### src/rtl/fma16_pkg.sv
// Shared half-precision field constants, special values and result-stage types.
package fma16_pkg;

    localparam int EXP_MSB = 14;
    localparam int EXP_LSB = 10;
    localparam int MANT_W  = 10;

    localparam logic [4:0]  EXP_ONES = 5'h1f;

    localparam logic [15:0] QNAN  = 16'h7e00;
    localparam logic [15:0] INF_P = 16'h7c00;
    localparam logic [15:0] INF_N = 16'hfc00;

    typedef struct packed {
        logic nv;
        logic of;
        logic uf;
        logic nx;
    } flags_t;

    typedef struct packed {
        logic is_zero;
        logic is_inf;
        logic is_nan;
        logic is_snan;
    } fp16_class_t;

endpackage

### src/rtl/fma16_result_stage_if.sv
// Upstream and downstream beat signals of the fma16 result stage.
interface fma16_result_stage_if #(
    parameter int CNT_W = 16
);
    logic              in_valid;
    logic              in_ready;
    logic [15:0]       x;
    logic [15:0]       y;
    logic [15:0]       z;
    logic              add_en;
    logic [15:0]       round_result;
    logic              round_flag;
    logic              overflow_flag;
    logic              out_valid;
    logic              out_ready;
    logic [15:0]       result;
    logic [3:0]        flags;
    logic              clr_flags;
    logic [3:0]        flags_acc;
    logic [CNT_W-1:0]  op_count;

    modport master (
        output in_valid, x, y, z, add_en, round_result, round_flag, overflow_flag,
        output out_ready, clr_flags,
        input  in_ready, out_valid, result, flags, flags_acc, op_count
    );

    modport slave (
        input  in_valid, x, y, z, add_en, round_result, round_flag, overflow_flag,
        input  out_ready, clr_flags,
        output in_ready, out_valid, result, flags, flags_acc, op_count
    );

endinterface

### src/rtl/fma16_classify.sv
// Classifies one half-precision operand as zero, infinity, NaN or signalling NaN.
module fma16_classify
    import fma16_pkg::*;
(
    input  logic [15:0]  operand,
    output fp16_class_t  cls
);

    logic [4:0]        expField;
    logic [MANT_W-1:0] mantField;

    assign expField  = operand[EXP_MSB:EXP_LSB];
    assign mantField = operand[MANT_W-1:0];

    // Decode the exponent/mantissa fields into class bits.
    always_comb begin
        cls.is_zero = (operand[14:0] == 15'h0000);
        cls.is_inf  = (expField == EXP_ONES) && (mantField == '0);
        cls.is_nan  = (expField == EXP_ONES) && (mantField != '0);
        cls.is_snan = cls.is_nan && !mantField[MANT_W-1];
    end

endmodule

### src/rtl/fma16_result_stage.sv
// fma16 output stage: special-case override, exception flags, 2-entry skid
// buffer, sticky accrued flags and delivered-beat counter.
module fma16_result_stage
    import fma16_pkg::*;
#(
    parameter int          CNT_W = 16,
    parameter logic [15:0] QNAN  = 16'h7e00
)(
    input  logic                  clk,
    input  logic                  reset_n,
    fma16_result_stage_if.slave   bus
);

    fp16_class_t xCls, yCls, zCls;

    fma16_classify uClassX (.operand(bus.x), .cls(xCls));
    fma16_classify uClassY (.operand(bus.y), .cls(yCls));
    fma16_classify uClassZ (.operand(bus.z), .cls(zCls));

    logic        unusedZZero;
    logic        xs, ys, zs;
    logic        prodInf, nvFlag, anyNan, special;
    logic [15:0] selResult;
    flags_t      curFlags;

    assign unusedZZero = zCls.is_zero;
    assign xs = bus.x[15];
    assign ys = bus.y[15];
    assign zs = bus.z[15];

    // Special-case result selection and per-op exception flags.
    always_comb begin
        prodInf = (xCls.is_inf || yCls.is_inf) && !xCls.is_zero && !yCls.is_zero;
        nvFlag  = xCls.is_snan || yCls.is_snan || (bus.add_en && zCls.is_snan)
                || (xCls.is_inf && yCls.is_zero) || (xCls.is_zero && yCls.is_inf)
                || (bus.add_en && prodInf && zCls.is_inf && ((xs ^ ys) != zs));
        anyNan  = xCls.is_nan || yCls.is_nan || (bus.add_en && zCls.is_nan);
        special = 1'b1;
        if (nvFlag || anyNan) begin
            selResult = QNAN;
        end else if (xCls.is_inf || yCls.is_inf) begin
            selResult = {xs ^ ys, INF_P[14:0]};
        end else if (bus.add_en && zCls.is_inf) begin
            selResult = bus.z;
        end else begin
            selResult = bus.round_result;
            special   = 1'b0;
        end
        curFlags.nv = nvFlag;
        curFlags.of = bus.overflow_flag && !special;
        curFlags.nx = (bus.round_flag || bus.overflow_flag) && !special;
        curFlags.uf = curFlags.nx && (selResult[EXP_MSB:EXP_LSB] == 5'd0);
    end

    logic [15:0] memResult [2];
    flags_t      memFlags  [2];
    logic        wrPtr, rdPtr;
    logic [1:0]  count;
    logic        inHs, outHs;

    assign bus.in_ready  = (count != 2'd2);
    assign bus.out_valid = (count != 2'd0);
    assign bus.result    = memResult[rdPtr];
    assign bus.flags     = memFlags[rdPtr];
    assign inHs  = bus.in_valid && bus.in_ready;
    assign outHs = bus.out_valid && bus.out_ready;

    // Skid buffer storage, pointers and occupancy.
    always_ff @(posedge clk) begin
        if (!reset_n) begin
            memResult[0] <= '0;
            memResult[1] <= '0;
            memFlags[0]  <= '0;
            memFlags[1]  <= '0;
            wrPtr        <= 1'b0;
            rdPtr        <= 1'b0;
            count        <= 2'd0;
        end else begin
            if (inHs) begin
                memResult[wrPtr] <= selResult;
                memFlags[wrPtr]  <= curFlags;
                wrPtr            <= ~wrPtr;
            end
            if (outHs) begin
                rdPtr <= ~rdPtr;
            end
            case ({inHs, outHs})
                2'b10:   count <= count + 2'd1;
                2'b01:   count <= count - 2'd1;
                default: count <= count;
            endcase
        end
    end

    logic [3:0]       accReg;
    logic [CNT_W-1:0] opCnt;

    assign bus.flags_acc = accReg;
    assign bus.op_count  = opCnt;

    // Sticky flags and delivered-beat count; a clear loses to the new beat's flags.
    always_ff @(posedge clk) begin
        if (!reset_n) begin
            accReg <= '0;
            opCnt  <= '0;
        end else begin
            accReg <= (bus.clr_flags ? 4'b0000 : accReg) | (outHs ? bus.flags : 4'b0000);
            if (outHs) begin
                opCnt <= opCnt + 1'b1;
            end
        end
    end

endmodule

### src/flat_wrapper.sv
// flat-port wrapper written by rule: the top's interface ports become plain ports
module fma16_result_stage_flat import fma16_pkg::*;
#(
    parameter int          CNT_W = 16,
    parameter logic [15:0] QNAN  = 16'h7e00
)
  (clk, reset_n, bus_in_valid, bus_x, bus_y, bus_z, bus_add_en, bus_round_result, bus_round_flag, bus_overflow_flag, bus_out_ready, bus_clr_flags, bus_in_ready, bus_out_valid, bus_result, bus_flags, bus_flags_acc, bus_op_count);
  fma16_result_stage_if #(.CNT_W(CNT_W)) bus_i ();
  input  logic clk;
  input  logic reset_n;
  input wire logic [$bits(bus_i.in_valid)-1:0] bus_in_valid;
  input wire logic [$bits(bus_i.x)-1:0] bus_x;
  input wire logic [$bits(bus_i.y)-1:0] bus_y;
  input wire logic [$bits(bus_i.z)-1:0] bus_z;
  input wire logic [$bits(bus_i.add_en)-1:0] bus_add_en;
  input wire logic [$bits(bus_i.round_result)-1:0] bus_round_result;
  input wire logic [$bits(bus_i.round_flag)-1:0] bus_round_flag;
  input wire logic [$bits(bus_i.overflow_flag)-1:0] bus_overflow_flag;
  input wire logic [$bits(bus_i.out_ready)-1:0] bus_out_ready;
  input wire logic [$bits(bus_i.clr_flags)-1:0] bus_clr_flags;
  output wire logic [$bits(bus_i.in_ready)-1:0] bus_in_ready;
  output wire logic [$bits(bus_i.out_valid)-1:0] bus_out_valid;
  output wire logic [$bits(bus_i.result)-1:0] bus_result;
  output wire logic [$bits(bus_i.flags)-1:0] bus_flags;
  output wire logic [$bits(bus_i.flags_acc)-1:0] bus_flags_acc;
  output wire logic [$bits(bus_i.op_count)-1:0] bus_op_count;
  assign bus_i.in_valid = bus_in_valid;
  assign bus_i.x = bus_x;
  assign bus_i.y = bus_y;
  assign bus_i.z = bus_z;
  assign bus_i.add_en = bus_add_en;
  assign bus_i.round_result = bus_round_result;
  assign bus_i.round_flag = bus_round_flag;
  assign bus_i.overflow_flag = bus_overflow_flag;
  assign bus_i.out_ready = bus_out_ready;
  assign bus_i.clr_flags = bus_clr_flags;
  assign bus_in_ready = bus_i.in_ready;
  assign bus_out_valid = bus_i.out_valid;
  assign bus_result = bus_i.result;
  assign bus_flags = bus_i.flags;
  assign bus_flags_acc = bus_i.flags_acc;
  assign bus_op_count = bus_i.op_count;
  fma16_result_stage #(.CNT_W(CNT_W), .QNAN(QNAN)) u_core (.clk(clk), .reset_n(reset_n), .bus(bus_i));
endmodule
### config.mk
export PLATFORM = sky130hd
export DESIGN_NAME = fma16_result_stage_flat
export DESIGN_NICKNAME = d
export VERILOG_FILES = /design/src/rtl/fma16_pkg.sv /design/src/rtl/fma16_result_stage_if.sv /design/src/rtl/fma16_classify.sv /design/src/rtl/fma16_result_stage.sv /design/src/flat_wrapper.sv
export SDC_FILE = /design/constraint.sdc
export NUM_CORES = 1
export LEC_CHECK = 0
export BUFFER_PORTS_ARGS = -buffer_cell sky130_fd_sc_hd__buf_2
export CORE_MARGIN = 2
export CORE_UTILIZATION = 45
export DETAILED_ROUTE_END_ITERATION = 12
export GPL_TIMING_DRIVEN = 0
export PLACE_DENSITY_LB_ADDON = 0.08
export SLEW_MARGIN = 25
export SYNTH_ARGS = -nofsm -noshare
export SYNTH_HDL_FRONTEND = slang
export SYNTH_SLANG_ARGS = --single-unit
### constraint.sdc
create_clock -name clk -period 2.7 [get_ports clk]
set_clock_uncertainty 0.1 [all_clocks]
set_input_delay 0.405 -clock clk [delete_from_list [all_inputs] [get_ports clk]]
set_output_delay 0.405 -clock clk [all_outputs]
set_load 0.005 [all_outputs]
==> flow_summary.yaml <==
synth:
  synthFlopType: "edfxtp_1"
  synth_top_area_cell: "edfxtp_1"
  synth.area.top_cells: "edfxtp_1, dfxtp_1, mux2_2, and2_1, xnor2_1"
  synthArstFlopShare: 0
  synth_enable_flop_cells: 40
  yosysWarnings: 0
  synth_cell_types: 40
  synthesis.nets: 361
  synth_area_um2: 3137
  synth-seq-cells: 65
  synth_top_cell_area_share: 0.3829
  syn_avg_cell_area_um2: 10.93
  netlist_top_cells_count: "edfxtp_1, and2_1, nor2_1"
  synth.yosys.seq_area_share: 0.5425
  synthCells: 287
  synth_most_common_cell: "edfxtp_1"
cts:
  clk_latency_ns: 0.33
  postCtsSetupRepairBufs: 0
  cts_resized: 1
  clock_path_buffers: 2
  clock_sinks: 65
  root_buffer: "clkbuf_8"
  htreeDepth: 3
  cts_tree: "yes"
  cts.clk_slew.worst_paths_ns: 0.08
  numCtsBuffers: 9
  hold_buffers: 0
layout:
  final_area_um2: 4013
  area_growth_pct: 27.92
  nNetsFinal: 486
  drive_above_1_share: 0.3765
  n_antenna_cell: 0
  fill_cells: 621
route:
  via_per_inst: 5.179
  drt-total-wl_um: 6942
  drt_first_iter_violations: 84
  vias: 2574
  post-route-drc-count: 0
  ant_nets: 0
  first_pass_iters: 6
  wire_per_inst_um: 13.97
setup_path:
  critPathSlowestCell: "clkbuf_1"
  start_kind: "register"
  r2r_slack_ns: 0.39
  ff2ff_path_depth: 4
  reg2reg_to: "u_core.memResult[1][9]"
  worst-setup-path-type: "register to primary output"
  endpoint_kind: "primary output"
  cp_num_buf_inv: 3
  crit_family: "buffers and inverters"
  critPathMaxFanout: 10
  arrival_ns: 2.01
  regToRegStartpoint: "u_core.count[0]"
  crit_cells: 4
  cpPeakStageDelay_ns: 0.46
  crit_chain: "clkbuf_1, clkbuf_2, mux2_2, buf_2"
  crit_required_ns: 2.19
sta:
  fmax_mhz: 398.0
  worst-slew-pin-transition_ns: 0.9283
  fin_ws_ns: 0.1876
  fin_crit_ns: 2.512
  rsz0062_at_grt: "false"
  period_share: 0.9305
  slew_headroom: 0.3796
  hold_viol_final: 0
  setup_violations: 0
  slew_viol_final: 0
place:
  place_congestion: 0.7752
  placed_area_um2: 3841
  hpwl_um: 5055
  io_buffer_count: 113
  preCtsSetupSlack_ns: 0.1034
power_and_ir_drop:
  ir_worst_vdd_mv: 0.2799
  p_per_area_nw_per_um2: 675.1
  p_leak_nw: 1.734
die:
  fp.dieH_um: 87.49
  design.die.area_um2: 7655
  core_area_um2: 6756
  io_pins: 114
  die_w_um: 87.49
  rows: 30
  initial_core_util: 0.4643
grt:
  grt_use_total: 0.1834
  grt.overflow.total: 0
  grt_pass1_vias: 2404
  grt_pass1_wl_um: 10790
  grt_max_degree: 21
  grt_antenna_before_repair: 0
worst_hold_path:
  min_delay_path_depth: 2
  worstHoldStart: "bus_round_result[5]"
  holdPathEnd: "u_core.memResult[1][5]"
  hold_class: "input port to register"
status:
  status: "finished clean"
flow_run:
  max_cap_viol_count: 0
## report_power, final
group	internal, W	leakage, nW	switching [W]
sequential	0.00121	0.627	0.0000603
clock	0.000330	0.0814	0.000384
combinational	0.000371	1.03	0.000356
## through the flow
step                cells  hold WS, ns  setup TNS [ns]  total power [W]    util
floorplan             287       0.3728               0         0.001705       -
global placement      480       0.3729          -18.15         0.001986  0.5628
detailed placement    481       0.3914               0         0.002022  0.5685
CTS                   497       0.2432               0         0.002737  0.5939
global route          497       0.2469               0         0.002856  0.5939
finish                497       0.2546               0         0.002709  0.5939
## worst max path at each step
stage                         endpoint  slack [ns]
2_1_floorplan    u_core.memFlags[0][0]        0.06
3_3_place_gp   u_core.memResult[0][13]       -0.91
3_5_place_dp   u_core.memResult[1][13]        0.10
4_1_cts                  bus_result[7]        0.13
5_1_grt                  bus_result[9]        0.04
6_report                 bus_result[6]        0.19
## routing by layer
metal | vias up | share of wire | wire length, um | GRT usage
li1 | 1278 | - | - | -
met1 | 1199 | 0.43 | 2962 | 0.2167
met2 | 87 | 0.50 | 3466 | 0.3161
met3 | 10 | 0.059 | 408 | 0.04929
met4 | 0 | 0.015 | 104 | 0.07133
met5 | - | 0 | 0 | 0
## kinds of logic (layout without fill, tap and decap cells)
group                      Yosys count  count (layout)  synth area share
adders and majority gates            2               2          0.007976
muxes                               21              21           0.07499
and+or+nand+nor                    147             147            0.2525
buffers and inverters               10             140           0.01196
DFF                                 65              65            0.5425
AOI/OAI and AO/OA                   23              23           0.05704
xor gates and xnor gates            19              19           0.05305
## cell type report
| type | count | area [um^2] | area share |
|---|---|---|---|
| Sequential cell | 65 | 1702 | 0.4241 |
| Multi-Input combinational cell | 212 | 1409 | 0.3511 |
| Timing Repair Buffer | 114 | 593.1 | 0.1478 |
| Clock buffer | 9 | 123.9 | 0.03087 |
| Tap cell | 80 | 100.1 | 0.02495 |
| Clock inverter | 7 | 46.29 | 0.01154 |
| Buffer | 8 | 31.28 | 0.007795 |
| Inverter | 2 | 7.507 | 0.001871 |
## state kept, by name, summed over array words and instances, names as in the netlist, named ones only
register              cells
u_core.memResult         32
u_core.bus.flags_acc      4
u_core.memFlags           8
u_core.bus.op_count      16
u_core.rdPtr              1
u_core.wrPtr              1
u_core.count              2
## cell usage in the layout, fill, tap and decap left out, types with 2 or more instances in the layout
cell / synthesis / routed
xor2_1: 5 / 5
ha_1: 2 / 2
a21oi_1: 5 / 5
nor2b_1: 11 / 11
clkinv_2: 0 / 3
and2_1: 35 / 35
nand4_1: 8 / 8
or2_1: 2 / 2
or4_1: 2 / 2
edfxtp_1: 40 / 40
nand3_1: 7 / 7
nand2_1: 21 / 21
xnor2_1: 14 / 14
a31oi_1: 2 / 2
nor4_1: 5 / 5
mux2_2: 20 / 20
clkbuf_1: 8 / 7
or3_1: 4 / 4
buf_2: 0 / 113
a21boi_1: 3 / 3
and4_1: 2 / 2
o21ai_0: 5 / 4
nor2_1: 29 / 29
and3_1: 3 / 3
nand2b_1: 2 / 2
nor3_1: 11 / 11
nor3b_1: 2 / 2
dfxtp_1: 25 / 25
clkbuf_8: 0 / 9
clkinvlp_4: 0 / 3
No activity file was read; power rests on OpenSTA's default activity.
